===== config.mk =====
export PLATFORM = sky130hd
export DESIGN_NAME = dac_spi_writer
export DESIGN_NICKNAME = d
export VERILOG_FILES = /design/src/rtl/dac_spi_writer.sv
export SDC_FILE = /design/constraint.sdc
export NUM_CORES = 1
export LEC_CHECK = 0
export ABC_AREA = 1
export CORE_AREA = 3 3 67 69
export CTS_CLUSTER_SIZE = 10
export DETAILED_ROUTE_END_ITERATION = 16
export DIE_AREA = 0 0 70 72
export GPL_TIMING_DRIVEN = 0
export PLACE_DENSITY = 0.75
export SYNTH_ARGS = -nofsm -noshare
export SYNTH_HDL_FRONTEND = slang
export SYNTH_SLANG_ARGS = --single-unit
export TNS_END_PERCENT = 5

===== constraint.sdc =====
create_clock -name clk -period 3.1 [get_ports clk]
set_input_delay 0.93 -clock clk [delete_from_list [all_inputs] [get_ports clk]]
set_output_delay 0.93 -clock clk [all_outputs]
set_load 0.01 [all_outputs]

===== src/rtl/dac_spi_writer.sv =====
// dac_spi_writer: saturates a signed control word to DAC width and shifts it MSB-first, offset binary, to a serial DAC
module dac_spi_writer #(
  parameter int IN_WIDTH   = 24,
  parameter int DATA_WIDTH = 16,
  parameter int SCLK_HALF  = 2,
  parameter int CS_GAP     = 2
) (
  input  logic                       clk,
  input  logic                       reset,
  input  logic signed [IN_WIDTH-1:0] data_in,
  input  logic                       data_valid,
  output logic                       data_ready,
  output logic                       dac_sclk,
  output logic                       dac_cs_n,
  output logic                       dac_sdi,
  output logic                       frame_done,
  output logic                       sat_flag
);
  localparam int CNT_MAX = SCLK_HALF > CS_GAP ? SCLK_HALF : CS_GAP;
  localparam int CW = $clog2(CNT_MAX + 1);
  localparam int BW = $clog2(DATA_WIDTH + 1);
  localparam logic [CW-1:0] SH_LD = CW'(SCLK_HALF - 1);
  localparam logic [CW-1:0] GAP_LD = CW'(CS_GAP - 1);
  localparam logic signed [IN_WIDTH-1:0] MAX_V = {{(IN_WIDTH-DATA_WIDTH+1){1'b0}}, {(DATA_WIDTH-1){1'b1}}};
  localparam logic signed [IN_WIDTH-1:0] MIN_V = ~MAX_V;
  typedef enum logic [2:0] {IDLE, SETUP, SHIFT, HOLD, GAP} state_t;
  state_t state, state_n;
  logic [CW-1:0] cnt, cnt_n;
  logic [BW-1:0] bit_idx, bit_n;
  logic [DATA_WIDTH-1:0] sr, sr_n;
  logic sclk_n, cs_n_n, sdi_n, done_n, sat_n;
  logic hi, lo, accept, cnt_zero;
  assign data_ready = state == IDLE && !reset;
  assign accept = data_valid && data_ready;
  assign hi = data_in > MAX_V;
  assign lo = data_in < MIN_V;
  assign cnt_zero = cnt == '0;
  // state, counters, shift register and registered outputs
  always_ff @(posedge clk) begin
    if (reset) begin
      state      <= IDLE;
      cnt        <= '0;
      bit_idx    <= '0;
      sr         <= '0;
      dac_sclk   <= 1'b0;
      dac_cs_n   <= 1'b1;
      dac_sdi    <= 1'b0;
      frame_done <= 1'b0;
      sat_flag   <= 1'b0;
    end else begin
      state      <= state_n;
      cnt        <= cnt_n;
      bit_idx    <= bit_n;
      sr         <= sr_n;
      dac_sclk   <= sclk_n;
      dac_cs_n   <= cs_n_n;
      dac_sdi    <= sdi_n;
      frame_done <= done_n;
      sat_flag   <= sat_n;
    end
  end
  // phase sequencing: each phase lasts cnt+1 cycles; sclk toggles at phase ends, data advances on its falling edge
  always_comb begin
    state_n = state;
    cnt_n   = cnt_zero ? cnt : cnt - 1'b1;
    bit_n   = bit_idx;
    sr_n    = sr;
    sclk_n  = dac_sclk;
    sat_n   = sat_flag;
    case (state)
      IDLE: if (accept) begin
        state_n = SETUP;
        cnt_n   = SH_LD;
        sr_n    = hi ? '1 : lo ? '0 : {~data_in[DATA_WIDTH-1], data_in[DATA_WIDTH-2:0]};
        sat_n   = hi || lo;
      end
      SETUP: if (cnt_zero) begin
        state_n = SHIFT;
        cnt_n   = SH_LD;
        sclk_n  = 1'b1;
        bit_n   = BW'(DATA_WIDTH - 1);
      end
      SHIFT: if (cnt_zero) begin
        cnt_n  = SH_LD;
        sclk_n = !dac_sclk;
        if (dac_sclk) begin
          if (bit_idx == '0) state_n = HOLD;
          else begin
            sr_n  = sr << 1;
            bit_n = bit_idx - 1'b1;
          end
        end
      end
      HOLD: if (cnt_zero) begin
        state_n = GAP;
        cnt_n   = GAP_LD;
      end
      GAP: if (cnt_zero) state_n = IDLE;
      default: state_n = IDLE;
    endcase
  end
  // output values for the coming cycle, derived from the next state
  always_comb begin
    cs_n_n = state_n == IDLE || state_n == GAP;
    sdi_n  = !cs_n_n && sr_n[DATA_WIDTH-1];
    done_n = state == HOLD && state_n == GAP;
  end
endmodule


==> results of run 1 <==
## critical path, cell delays in order
cell and delay [ps]:
dlygate4sd2_1 310, nor2_2 140, nand2_1 60, inv_1 50
clkdlybuf4s50_1 520
## layer usage
| metal | routed length [microns] | GRT usage (%) |
|---|---|---|
| met1 | 1807 | 20.17 |
| met2 | 2063 | 30.95 |
| met4 | 48 | 6.383 |
| met3 | 182 | 4.017 |
| met5 | 0 | 0 |
## synthesized netlist by cell type
master,number,area [sq um]
nor2_4,1,11.26
buf_6,1,11.26
o21ai_1,2,10.01
ha_1,2,25.02
a21oi_2,1,8.760
nand4_1,18,112.6
nor2_1,64,240.2
inv_1,32,120.1
o21bai_1,2,15.01
nor2_2,2,12.51
nor2_8,1,20.02
buf_4,1,7.510
xnor2_1,1,8.760
buf_2,6,30.03
nand4_4,1,21.27
nand3_4,2,35.03
xor2_1,2,17.52
nand2_1,33,123.9
nor3_1,1,5.000
a21oi_1,8,40.04
inv_4,1,6.260
clkbuf_1,2,7.510
o21ai_0,5,25.02
nand3_1,37,185.2
nand2_4,1,11.26
inv_2,2,7.510
dfxtp_1,31,620.6
## per-stage QoR
stage	cell area, sq um	utilization [%]	power, uW	setup TNS (ps)
finish	2246	56.55	1320	0
global route	2246	56.55	1410	0
CTS	2246	56.55	1331	0
detailed placement	2122	53.43	915.2	-145.3
global placement	2122	53.43	902.9	-143.6
floorplan	1739	-	784.3	0
## cell families after synthesis
family	share of synthesized area [%]
compound gates	5.683
xor+xnor	1.511
fa+ha+maj	1.439
buf+inv	10.94
flops	35.68
simple gates	44.75
## power groups by stage
| stage | Sequential (uW) | Clock (uW) | Combinational (uW) |
|---|---|---|---|
| 5_1_grt | 498 | 437 | 475 |
| 2_1_floorplan | 496 | 0 | 289 |
| 3_3_place_gp | 498 | 0 | 405 |
| 4_1_cts | 491 | 422 | 419 |
| 6_report | 491 | 412 | 417 |
| 3_5_place_dp | 499 | 0 | 416 |
## registers in the layout, summed over array words and instances (netlist names)
name,flops
dac_sclk,1
sr,16
sat_flag,1
frame_done,1
dac_cs_n,1
dac_sdi,1
cnt,2
bit_idx,5
state,3
## worst min-delay path by stage
stage                                  endpoint  slack, ps  cells past startpoint
after detailed placement  sat_flag$_SDFFE_PP0P_        470                      2
after floorplan               cnt[1]$_SDFF_PP0_        450                      2
after global routing          cnt[1]$_SDFF_PP0_        510                      2
after global placement        cnt[1]$_SDFF_PP0_        470                      2
final                         cnt[1]$_SDFF_PP0_        470                      2
after CTS                 sat_flag$_SDFFE_PP0P_        480                      2
## repair_timing
item / in CTS / in global routing
hold buffers: 0 / 0
endpoints found under the setup margin: 1 / 0
resized for setup: 1 / 0
endpoints found under the hold margin: 0 / 0
setup buffers: 1 / 0
## layout make-up
class                           instances  share of cell area [%]
Sequential cell                        31                   27.63
Timing Repair Buffer                   33                   14.54
Tap cell                               50                   2.786
Multi-Input combinational cell        184                   41.34
Clock inverter                          2                   1.560
Clock buffer                            6                   3.677
Inverter                               35                   5.961
Buffer                                 10                   2.507
==> results.txt, run 1 <==
----------------------------------------------------
[Global route]
  Overflow after GRT ... 0
  Antenna violations before repair ... 0
  Via count of the first global-routing pass ... 1716
  Wire length of the first global-routing pass ... roughly 7.2 mm
  Total global routing track utilization ... 17.28%
  Maximum number of pins on one net before global-route repair ... 11

[Floorplanning]
  CORE AREA ... slightly below 4000 sq um
  Initial core utilization ... 43.79%
  Die Width ... 70 microns
  Number of placement rows ... 23
  Count of boundary I/O pins ... 33
  Die extent in y ... 72 microns
  Die area ... around 5000 sq um

[Synthesis]
  Post-Synthesis Cell Area ... 1739 sq um
  Sequential cell area fraction in the yosys report ... 35.68%
  Synthesized net count ... 289
  Flops & latches, synth ... 31
  Mapped Cells ... 260
  Count of cell types in the netlist ... 27
  Average cell area after synthesis ... about 6.7 sq um
  Synth warn ... 0

[Layout]
  Top library cells by usage in the layout, fill and taps aside ... nor2_1 (64), nand3_1 (37), nand2_1 (33)
  NumNets Final ... around 330
  Storage cell area ... between 600 and 700 sq um
  Antenna cell count ... 0
  Proportion of layout cells with a drive suffix above 1 ... 9.635%
  Most frequent standard cell in the layout excluding fill and tap cells ... nor2_1
  Area of the multi-input gates ... roughly 930 sq um
  Fin cells ... 351
  Layout area overhead ... 29.14%
  Number of fill cells ... 405

[STA]
  Fin crit period ... 2946 ps
  Clock skew after layout ... 4.141 ps
  Portion of the clock cycle consumed by the worst path in the final layout ... 95.04%
  WHS ... 474.5 ps
  Final setup violation count ... 0
  Final Slew Violations ... 0
  Relative max-transition margin ... 69.09%
  Total count of hold-check failures in the final report ... 0
  RSZ-0062 raised after global routing ... no
  Post-route worst setup slack ... 153.8 ps
  Worst-Margin Slew ... between 400 and 500 ps
  Maximum clock rate ... 0.3394 GHz

[Critical path]
  Crit Path Category ... in -> out
  Start of the worst register-to-register path ... bit_idx[0]$_SDFFE_PP0P_
  Maximum fanout along the worst path ... 6
  Kind of launch point of the worst setup path ... input pin
  Crit end category ... primary output
  Endpoint of the worst register-to-register path ... sr[9]$_SDFFE_PP0P_
  Timing startpoint of the critical path ... reset
  Critical Path RT ... 2170 ps
  Worst setup path end ... data_ready
  Register-to-Register Path Depth ... 10
  Worst endpoint data arrival time ... 2020 ps
  Register-to-register path setup slack ... 1370 ps

[Worst hold path]
  Path category of the worst min-delay check ... reg -> reg
  Startpoint of the worst hold path ... cnt[0]$_SDFF_PP0_

[Drt]
  Initial DRC Count ... 104
  Via count normalized by instance count ... about 5
  Remaining DRCs ... 0
  Post-route ant nets ... 0
  Length of the first detailed-routing pass in iterations ... 4
  Vias ... 1782
  Wire length per cell after detailed routing ... 11.69 microns
  Final WL ... 4.102 mm

[Job]
  Number of max-cap violations ... 0

[CTS]
  Maximum clock insertion buffer count ... 2
  TritonCTS clock tree ... built
  Number of buffers added by the clock tree synthesis step ... 5
  Clock root buffer master ... clkbuf_8
  Clock-pin transition on the worst setup and hold timing paths ... 70 ps
  Clock Latency Late Sink ... 280 ps
  Clock sinks ... 31
  Total number of H-tree levels ... 2

[Power]
  Switching power ... 440.0 uW
  Switching portion of total power ... 33.34%
  Clock share of power ... 31.2%
  Maximum vdd drop ... about 0.31 mV
  Proportion of power drawn by flip-flops and latches ... 37.2%
  Leakage ... 0.0009975 uW
  Power per cell area ... 587.6 nW/um^2
  Share of total power in combinational logic ... between 30% and 40%
  Cell Int Power ... slightly below 900 uW

[Place]
  Worst-case setup slack after placement ... -145.3 ps
  Final Wtd Congestion ... between 0.8 and 0.9
  Number of cells in the design after placement ... 342
  Port Buffers ... 32
  Post-DP HPWL ... roughly 3.1 mm

[Run status]
  Status ... finished clean

----------------------------------------------------
(Power assumes the default switching activity.)
==> run 2: changes to the inputs <==
PLACE_DENSITY = not set   (was 0.75)
PLACE_DENSITY_LB_ADDON = 0.15   (was not set)
==> results.txt, run 2 (synthesis gave the netlist of run 1 again) <==
----------------------------------------------------
[CTS]
  Total number of H-tree levels ... 2 (unchanged)
  Clock-pin transition on the worst setup and hold timing paths ... 70 ps (about the same)
  Clock root buffer master ... clkbuf_8 (unchanged)
  Number of buffers added by the clock tree synthesis step ... 5 (unchanged)
  Maximum clock insertion buffer count ... 2 (unchanged)
  TritonCTS clock tree ... built (unchanged)
  Clock sinks ... 31 (unchanged)
  Clock Latency Late Sink ... 290 ps (was 280 ps)

[Place]
  Final Wtd Congestion ... 0.8132 (was 0.8254)
  Worst-case setup slack after placement ... -138.7 ps (was -145.3 ps)
  Port Buffers ... 32 (unchanged)
  Number of cells in the design after placement ... 342 (unchanged)
  Post-DP HPWL ... 2.993 mm (was 3.135 mm)

[Power]
  Switching power ... 449.4 uW (was 440.0 uW)
  Cell Int Power ... 879.6 uW (was 879.7 uW)
  Maximum vdd drop ... 0.4522 mV (was 0.3138 mV)
  Clock share of power ... 31.5% (was 31.2%)
  Switching portion of total power ... 33.82% (was 33.34%)
  Share of total power in combinational logic ... 31.5% (was 31.6%)
  Power per cell area ... 591.7 nW/um^2 (was 587.6 nW/um^2)
  Proportion of power drawn by flip-flops and latches ... 37.0% (was 37.2%)
  Leakage ... 0.0009975 uW (unchanged)

[Critical path]
  Stage delay of the slowest cell on the critical path ... 520 ps (about the same)
  Start of the worst register-to-register path ... bit_idx[0]$_SDFFE_PP0P_ (unchanged)
  Register-to-Register Path Depth ... 10 (unchanged)
  CP cell instances ... dlygate4sd2_1 > nor2_2 > nand2_1 > inv_1 > clkdlybuf4s50_1 (unchanged)
  Kind of launch point of the worst setup path ... input pin (unchanged)
  Crit Path Category ... in -> out (unchanged)
  Maximum fanout along the worst path ... 6 (unchanged)
  Slowest cell on crit path ... clkdlybuf4s50_1 (unchanged)
  Critical Path RT ... 2170 ps (about the same)
  Worst endpoint data arrival time ... 2020 ps (about the same)
  Endpoint of the worst register-to-register path ... sr[9]$_SDFFE_PP0P_ (unchanged)
  Register-to-register path setup slack ... 1400 ps (was 1370 ps)
  Crit end category ... primary output (unchanged)

[STA]
  Clock skew after layout ... 6.563 ps (was 4.141 ps)
  Portion of the clock cycle consumed by the worst path in the final layout ... 95.27% (was 95.04%)
  Maximum clock rate ... 0.3386 GHz (was 0.3394 GHz)
  Relative max-transition margin ... 67.40% (was 69.09%)
  Final setup violation count ... 0 (unchanged)
  Post-route worst setup slack ... 146.7 ps (was 153.8 ps)
  Final Slew Violations ... 0 (unchanged)
  WHS ... 472.7 ps (was 474.5 ps)
  RSZ-0062 raised after global routing ... no (unchanged)
  Final-layout setup total negative slack ... 0 ps (unchanged)
  Worst-Margin Slew ... 489.0 ps (was 463.7 ps)
  Fin crit period ... 2953 ps (was 2946 ps)
  Total count of hold-check failures in the final report ... 0 (unchanged)

[Drt]
  Length of the first detailed-routing pass in iterations ... 4 (unchanged)
  Post-route ant nets ... 0 (unchanged)
  Initial DRC Count ... 72 (was 104)
  Via count normalized by instance count ... 4.963 (was 5.077)
  Wire length per cell after detailed routing ... 11.95 microns (was 11.69 microns)
  Remaining DRCs ... 0 (unchanged)
  Final WL ... 4.195 mm (was 4.102 mm)
  Vias ... 1742 (was 1782)

[Layout]
  Registers with the most flip-flops ... sr x16, bit_idx x5, state x3 (unchanged)
  Layout area overhead ... 29.14% (unchanged)
  Max reg flops ... 16 (unchanged)
  Most frequent standard cell in the layout excluding fill and tap cells ... nor2_1 (unchanged)
  Final core utilization ... 56.55% (unchanged)
  NumNets Final ... 329 (unchanged)
  Proportion of layout cells with a drive suffix above 1 ... 9.635% (unchanged)
  Antenna cell count ... 0 (unchanged)
  Top library cells by usage in the layout, fill and taps aside ... nor2_1 (64), nand3_1 (37), nand2_1 (33) (unchanged)
  Number of fill cells ... 410 (was 405)
  Register with the most flip-flops ... sr (unchanged)
  Fin cells ... 351 (unchanged)

[Floorplanning]
  Initial core utilization ... 43.79% (unchanged)
  Die Width ... 70 microns (unchanged)
  Die area ... 5040 sq um (unchanged)
  Count of boundary I/O pins ... 33 (unchanged)
  CORE AREA ... 3971 sq um (unchanged)
  Number of placement rows ... 23 (unchanged)
  Die extent in y ... 72 microns (unchanged)

[Worst hold path]
  Worst Hold Path EP ... sat_flag$_SDFFE_PP0P_ (was cnt[1]$_SDFF_PP0_)
  Cell depth of the worst min-delay path ... 2 (unchanged)
  Path category of the worst min-delay check ... reg -> reg (unchanged)
  Startpoint of the worst hold path ... sat_flag$_SDFFE_PP0P_ (was cnt[0]$_SDFF_PP0_)

[Global route]
  Total global routing track utilization ... 18.20% (was 17.28%)
  Via count of the first global-routing pass ... 1626 (was 1716)
  Wire length of the first global-routing pass ... 7.369 mm (was 7.245 mm)
  Overflow after GRT ... 0 (unchanged)
  Antenna violations before repair ... 0 (unchanged)
  Maximum number of pins on one net before global-route repair ... 11 (unchanged)

[Job]
  Number of max-cap violations ... 0 (unchanged)

[Run status]
  Status ... finished clean (unchanged)

----------------------------------------------------
==> run 2: cell counts in the layout (fill, tap and decap cells not counted) <==
Identical to the previous run, type by type.
==> run 2: repair_timing <==
| item | 4_1_cts | 5_1_grt |
|---|---|---|
| hold buffers | 0 | 0 |
| buffers inserted | 1 | 0 |
| endpoints found under the setup margin | 1 | 0 |
| gates resized for setup | 1 | 0 |
==> run 2: worst max-delay path by stage <==
stage | end | slack (ps) | startpoint | depth (start not counted)
finish | data_ready | 150 | reset | 5
global route | data_ready | 100 | reset | 5
CTS | data_ready | 140 | reset | 5
detailed placement | data_ready | -140 | reset | 5
global placement | data_ready | -140 | reset | 5
floorplan | data_ready | 960 | reset | 3
==> run 2: per-stage QoR <==
stage | area (sq um) | power (uW)
floorplan | 1739 | 784.3
global placement | 2122 | 904.9
detailed placement | 2122 | 910.3
CTS | 2246 | 1335
global route | 2246 | 1419
finish | 2246 | 1329
==> run 2: worst max-delay path, delay by kind of cell <==
kind | cells | cell delay [ps]
and+or+nand+nor | 2 | 210
buffers and inverters | 3 | 880
==> run 2: cell type report <==
cell class	count	area (sq um)	share of cell area, %
tap	50	62.56	2.786
sequential	31	620.6	27.63
inverter	35	133.9	5.961
clock buffer	6	82.58	3.677
buffer	10	56.30	2.507
multi-input combinational	184	928.4	41.34
clock inverter	2	35.03	1.560
timing repair buffer	33	326.6	14.54
==> run 2: metal layers <==
metal | track usage, % | vias to the layer above | wire length, microns
li1 | - | 921 | -
met1 | 22.86 | 777 | 2029
met2 | 30.33 | 38 | 1891
met3 | 4.432 | 6 | 203
met4 | 7.021 | 0 | 71
met5 | 0 | - | 0
==> run 2: power by group through the flow <==
| stage | clock (uW) | combinational (uW) | sequential [uW] |
|---|---|---|---|
| 6_report | 419 | 419 | 491 |
| 4_1_cts | 422 | 421 | 492 |
| 2_1_floorplan | 0 | 289 | 496 |
| 5_1_grt | 444 | 476 | 499 |
| 3_3_place_gp | 0 | 407 | 498 |
| 3_5_place_dp | 0 | 410 | 500 |
==> run 3: changes to the inputs <==
ABC_CLOCK_PERIOD_IN_PS = 3100   (was not set)
CORE_AREA = 2 2 66 68   (was 3 3 67 69)
DIE_AREA = 0 0 68 70   (was 0 0 70 72)
==> results.txt, run 3 (synthesis gave the netlist of run 1 again) <==
----------------------------------------------------
[Layout]
  Layout Cell Area excl Fill ... 2218 sq um (was 2246 sq um)
  Fin cells ... 352 (was 351)
  Proportion of layout cells with a drive suffix above 1 ... 9.333% (was 9.635%)
  Max reg flops ... 16 (unchanged)
  Layout area overhead ... 27.55% (was 29.14%)
  Register with the most flip-flops ... sr (unchanged)
  Number of fill cells ... 460 (was 410)
  NumNets Final ... 329 (unchanged)
  Top library cells by usage in the layout, fill and taps aside ... nor2_1 (64), nand3_1 (37), nand2_1 (33) (unchanged)
  Registers with the most flip-flops ... sr x16, bit_idx x5, state x3 (unchanged)
  Antenna cell count ... 0 (unchanged)
  Most frequent standard cell in the layout excluding fill and tap cells ... nor2_1 (unchanged)
  Final core utilization ... 53.53% (was 56.55%)

[STA]
  Clock skew after layout ... 6.689 ps (was 6.563 ps)
  RSZ-0062 raised after global routing ... no (unchanged)
  Post-route worst setup slack ... 152.8 ps (was 146.7 ps)
  Total count of hold-check failures in the final report ... 0 (unchanged)
  Final setup violation count ... 0 (unchanged)
  Maximum clock rate ... 0.3393 GHz (was 0.3386 GHz)
  Final Slew Violations ... 0 (unchanged)
  Portion of the clock cycle consumed by the worst path in the final layout ... 95.07% (was 95.27%)
  Relative max-transition margin ... 66.29% (was 67.40%)
  Fin crit period ... 2947 ps (was 2953 ps)
  Worst-Margin Slew ... 505.7 ps (was 489.0 ps)

[CTS]
  CTS hold repair buffers ... 0 (unchanged)
  Clock sinks ... 31 (unchanged)
  TritonCTS clock tree ... built (unchanged)
  Number of buffers added by the clock tree synthesis step ... 5 (unchanged)
  Total number of H-tree levels ... 2 (unchanged)
  Clock-pin transition on the worst setup and hold timing paths ... 60 ps (was 70 ps)
  Maximum clock insertion buffer count ... 2 (unchanged)
  Clock Latency Late Sink ... 280 ps (was 290 ps)
  Clock root buffer master ... clkbuf_8 (unchanged)

[Critical path]
  Worst endpoint data arrival time ... 2020 ps (about the same)
  Register-to-register path setup slack ... 1400 ps (about the same)
  Kind of launch point of the worst setup path ... input pin (unchanged)
  Crit Path Category ... in -> out (unchanged)
  Timing startpoint of the critical path ... reset (unchanged)
  Largest delay share family, worst path ... buffers and inverters (unchanged)
  Start of the worst register-to-register path ... bit_idx[0]$_SDFFE_PP0P_ (unchanged)
  Stages on worst setup path ... 5 (unchanged)
  Endpoint of the worst register-to-register path ... sr[14]$_SDFFE_PP0P_ (was sr[9]$_SDFFE_PP0P_)
  Critical Path RT ... 2170 ps (about the same)
  Stage delay of the slowest cell on the critical path ... 520 ps (about the same)
  Crit end category ... primary output (unchanged)
  CP cell instances ... dlygate4sd2_1 > nor2_2 > nand2_1 > inv_1 > clkdlybuf4s50_1 (unchanged)
  Register-to-Register Path Depth ... 10 (unchanged)
  Slowest cell on crit path ... clkdlybuf4s50_1 (unchanged)
  Combined buffer and inverter count along the critical path ... 3 (unchanged)
  Maximum fanout along the worst path ... 6 (unchanged)

[Floorplanning]
  Die Width ... 68 microns (was 70 microns)
  Die extent in y ... 70 microns (was 72 microns)
  Count of boundary I/O pins ... 33 (unchanged)
  Die area ... 4760 sq um (was 5040 sq um)
  CORE AREA ... 4144 sq um (was 3971 sq um)
  Initial core utilization ... 41.97% (was 43.79%)
  Number of placement rows ... 24 (was 23)

[Power]
  Proportion of power drawn by flip-flops and latches ... 40.2% (was 37.0%)
  Total power ... 1224 uW (was 1329 uW)
  Switching power ... 430.6 uW (was 449.4 uW)
  Power per cell area ... 551.8 nW/um^2 (was 591.7 nW/um^2)
  Leakage ... 0.0009833 uW (was 0.0009975 uW)
  Maximum vdd drop ... 0.2636 mV (was 0.4522 mV)
  Clock share of power ... 26.2% (was 31.5%)
  Share of total power in combinational logic ... 33.6% (was 31.5%)
  Switching portion of total power ... 35.18% (was 33.82%)
  Cell Int Power ... 793.5 uW (was 879.6 uW)

[Global route]
  Antenna violations before repair ... 0 (unchanged)
  Wire length of the first global-routing pass ... 7.051 mm (was 7.369 mm)
  Via count of the first global-routing pass ... 1567 (was 1626)
  Maximum number of pins on one net before global-route repair ... 11 (unchanged)
  Overflow after GRT ... 0 (unchanged)
  Total global routing track utilization ... 19.29% (was 18.20%)

[Drt]
  Post-route ant nets ... 0 (unchanged)
  Initial DRC Count ... 76 (was 72)
  Vias ... 1725 (was 1742)
  Length of the first detailed-routing pass in iterations ... 4 (unchanged)
  Remaining DRCs ... 0 (unchanged)
  Final WL ... 4.033 mm (was 4.195 mm)
  Via count normalized by instance count ... 4.901 (was 4.963)
  Wire length per cell after detailed routing ... 11.46 microns (was 11.95 microns)

[Worst hold path]
  Worst Hold Path EP ... cnt[1]$_SDFF_PP0_ (was sat_flag$_SDFFE_PP0P_)
  Startpoint of the worst hold path ... cnt[1]$_SDFF_PP0_ (was sat_flag$_SDFFE_PP0P_)
  Cell depth of the worst min-delay path ... 2 (unchanged)
  Path category of the worst min-delay check ... reg -> reg (unchanged)

[Place]
  Final Wtd Congestion ... 0.8196 (was 0.8132)
  Post-DP HPWL ... 2.973 mm (was 2.993 mm)
  Number of cells in the design after placement ... 344 (was 342)
  Worst-case setup slack after placement ... -141.4 ps (was -138.7 ps)
  Port Buffers ... 32 (unchanged)
  Placed cell areas ... 2125 sq um (was 2122 sq um)

[Job]
  Number of max-cap violations ... 0 (unchanged)

[Run status]
  Status ... finished clean (unchanged)

----------------------------------------------------
run 3: changes by cell type in the layout (fill, tap and decap cells not counted):
cell	previous run	this run
bufinv_16	1	0
run 3: cell type report:
| type | count | area (sq um) | share of cell area (%) |
|---|---|---|---|
| inverters | 35 | 133.9 | 6.035 |
| flip-flops and latches | 31 | 620.6 | 27.98 |
| plain buffers | 10 | 56.30 | 2.538 |
| well taps | 52 | 65.06 | 2.933 |
| clock inverters | 1 | 5.005 | 0.2256 |
| clock buffers | 6 | 82.58 | 3.723 |
| multi-input cells | 184 | 928.4 | 41.85 |
| repair buffers | 33 | 326.6 | 14.72 |
run 3: metrics by stage:
| stage | hold WS [ps] | setup TNS (ps) |
|---|---|---|
| 4_1_cts | 485.6 | 0 |
| 2_1_floorplan | 453.2 | 0 |
| 6_report | 486.9 | 0 |
| 5_1_grt | 514.2 | 0 |
| 3_3_place_gp | 465.6 | -131.0 |
| 3_5_place_dp | 475.7 | -141.4 |
run 3: per-layer routing:
metal | part of all wire, % | global-route usage (%)
met5 | 0 | 0
met2 | 45 | 28.80
met1 | 49 | 26.41
met4 | 1.3 | 6.444
met3 | 4.8 | 5.475
run 3: power groups by stage:
stage / sequential [uW] / combinational (uW) / clock [uW]
final: 492 / 412 / 320
after CTS: 491 / 414 / 330
after detailed placement: 500 / 410 / 0
after global routing: 497 / 471 / 349
after global placement: 498 / 408 / 0
after floorplan: 496 / 289 / 0
run 3: worst max-delay path by stage:
stage | to | slack (ps)
floorplan | data_ready | 960
global placement | data_ready | -130
detailed placement | data_ready | -140
CTS | data_ready | 150
global route | data_ready | 90
finish | data_ready | 150
run 3: timing repair:
action | in CTS | in global routing
setup buffers | 1 | 0
resized for setup | 1 | 0
setup endpoints to repair | 1 | 0
run 3: worst min-delay path: cells and delay by family, from the launching register on:
kind          cells  cell delay [ps]
flops             1              320
simple gates      1               80
buf+inv           1               40
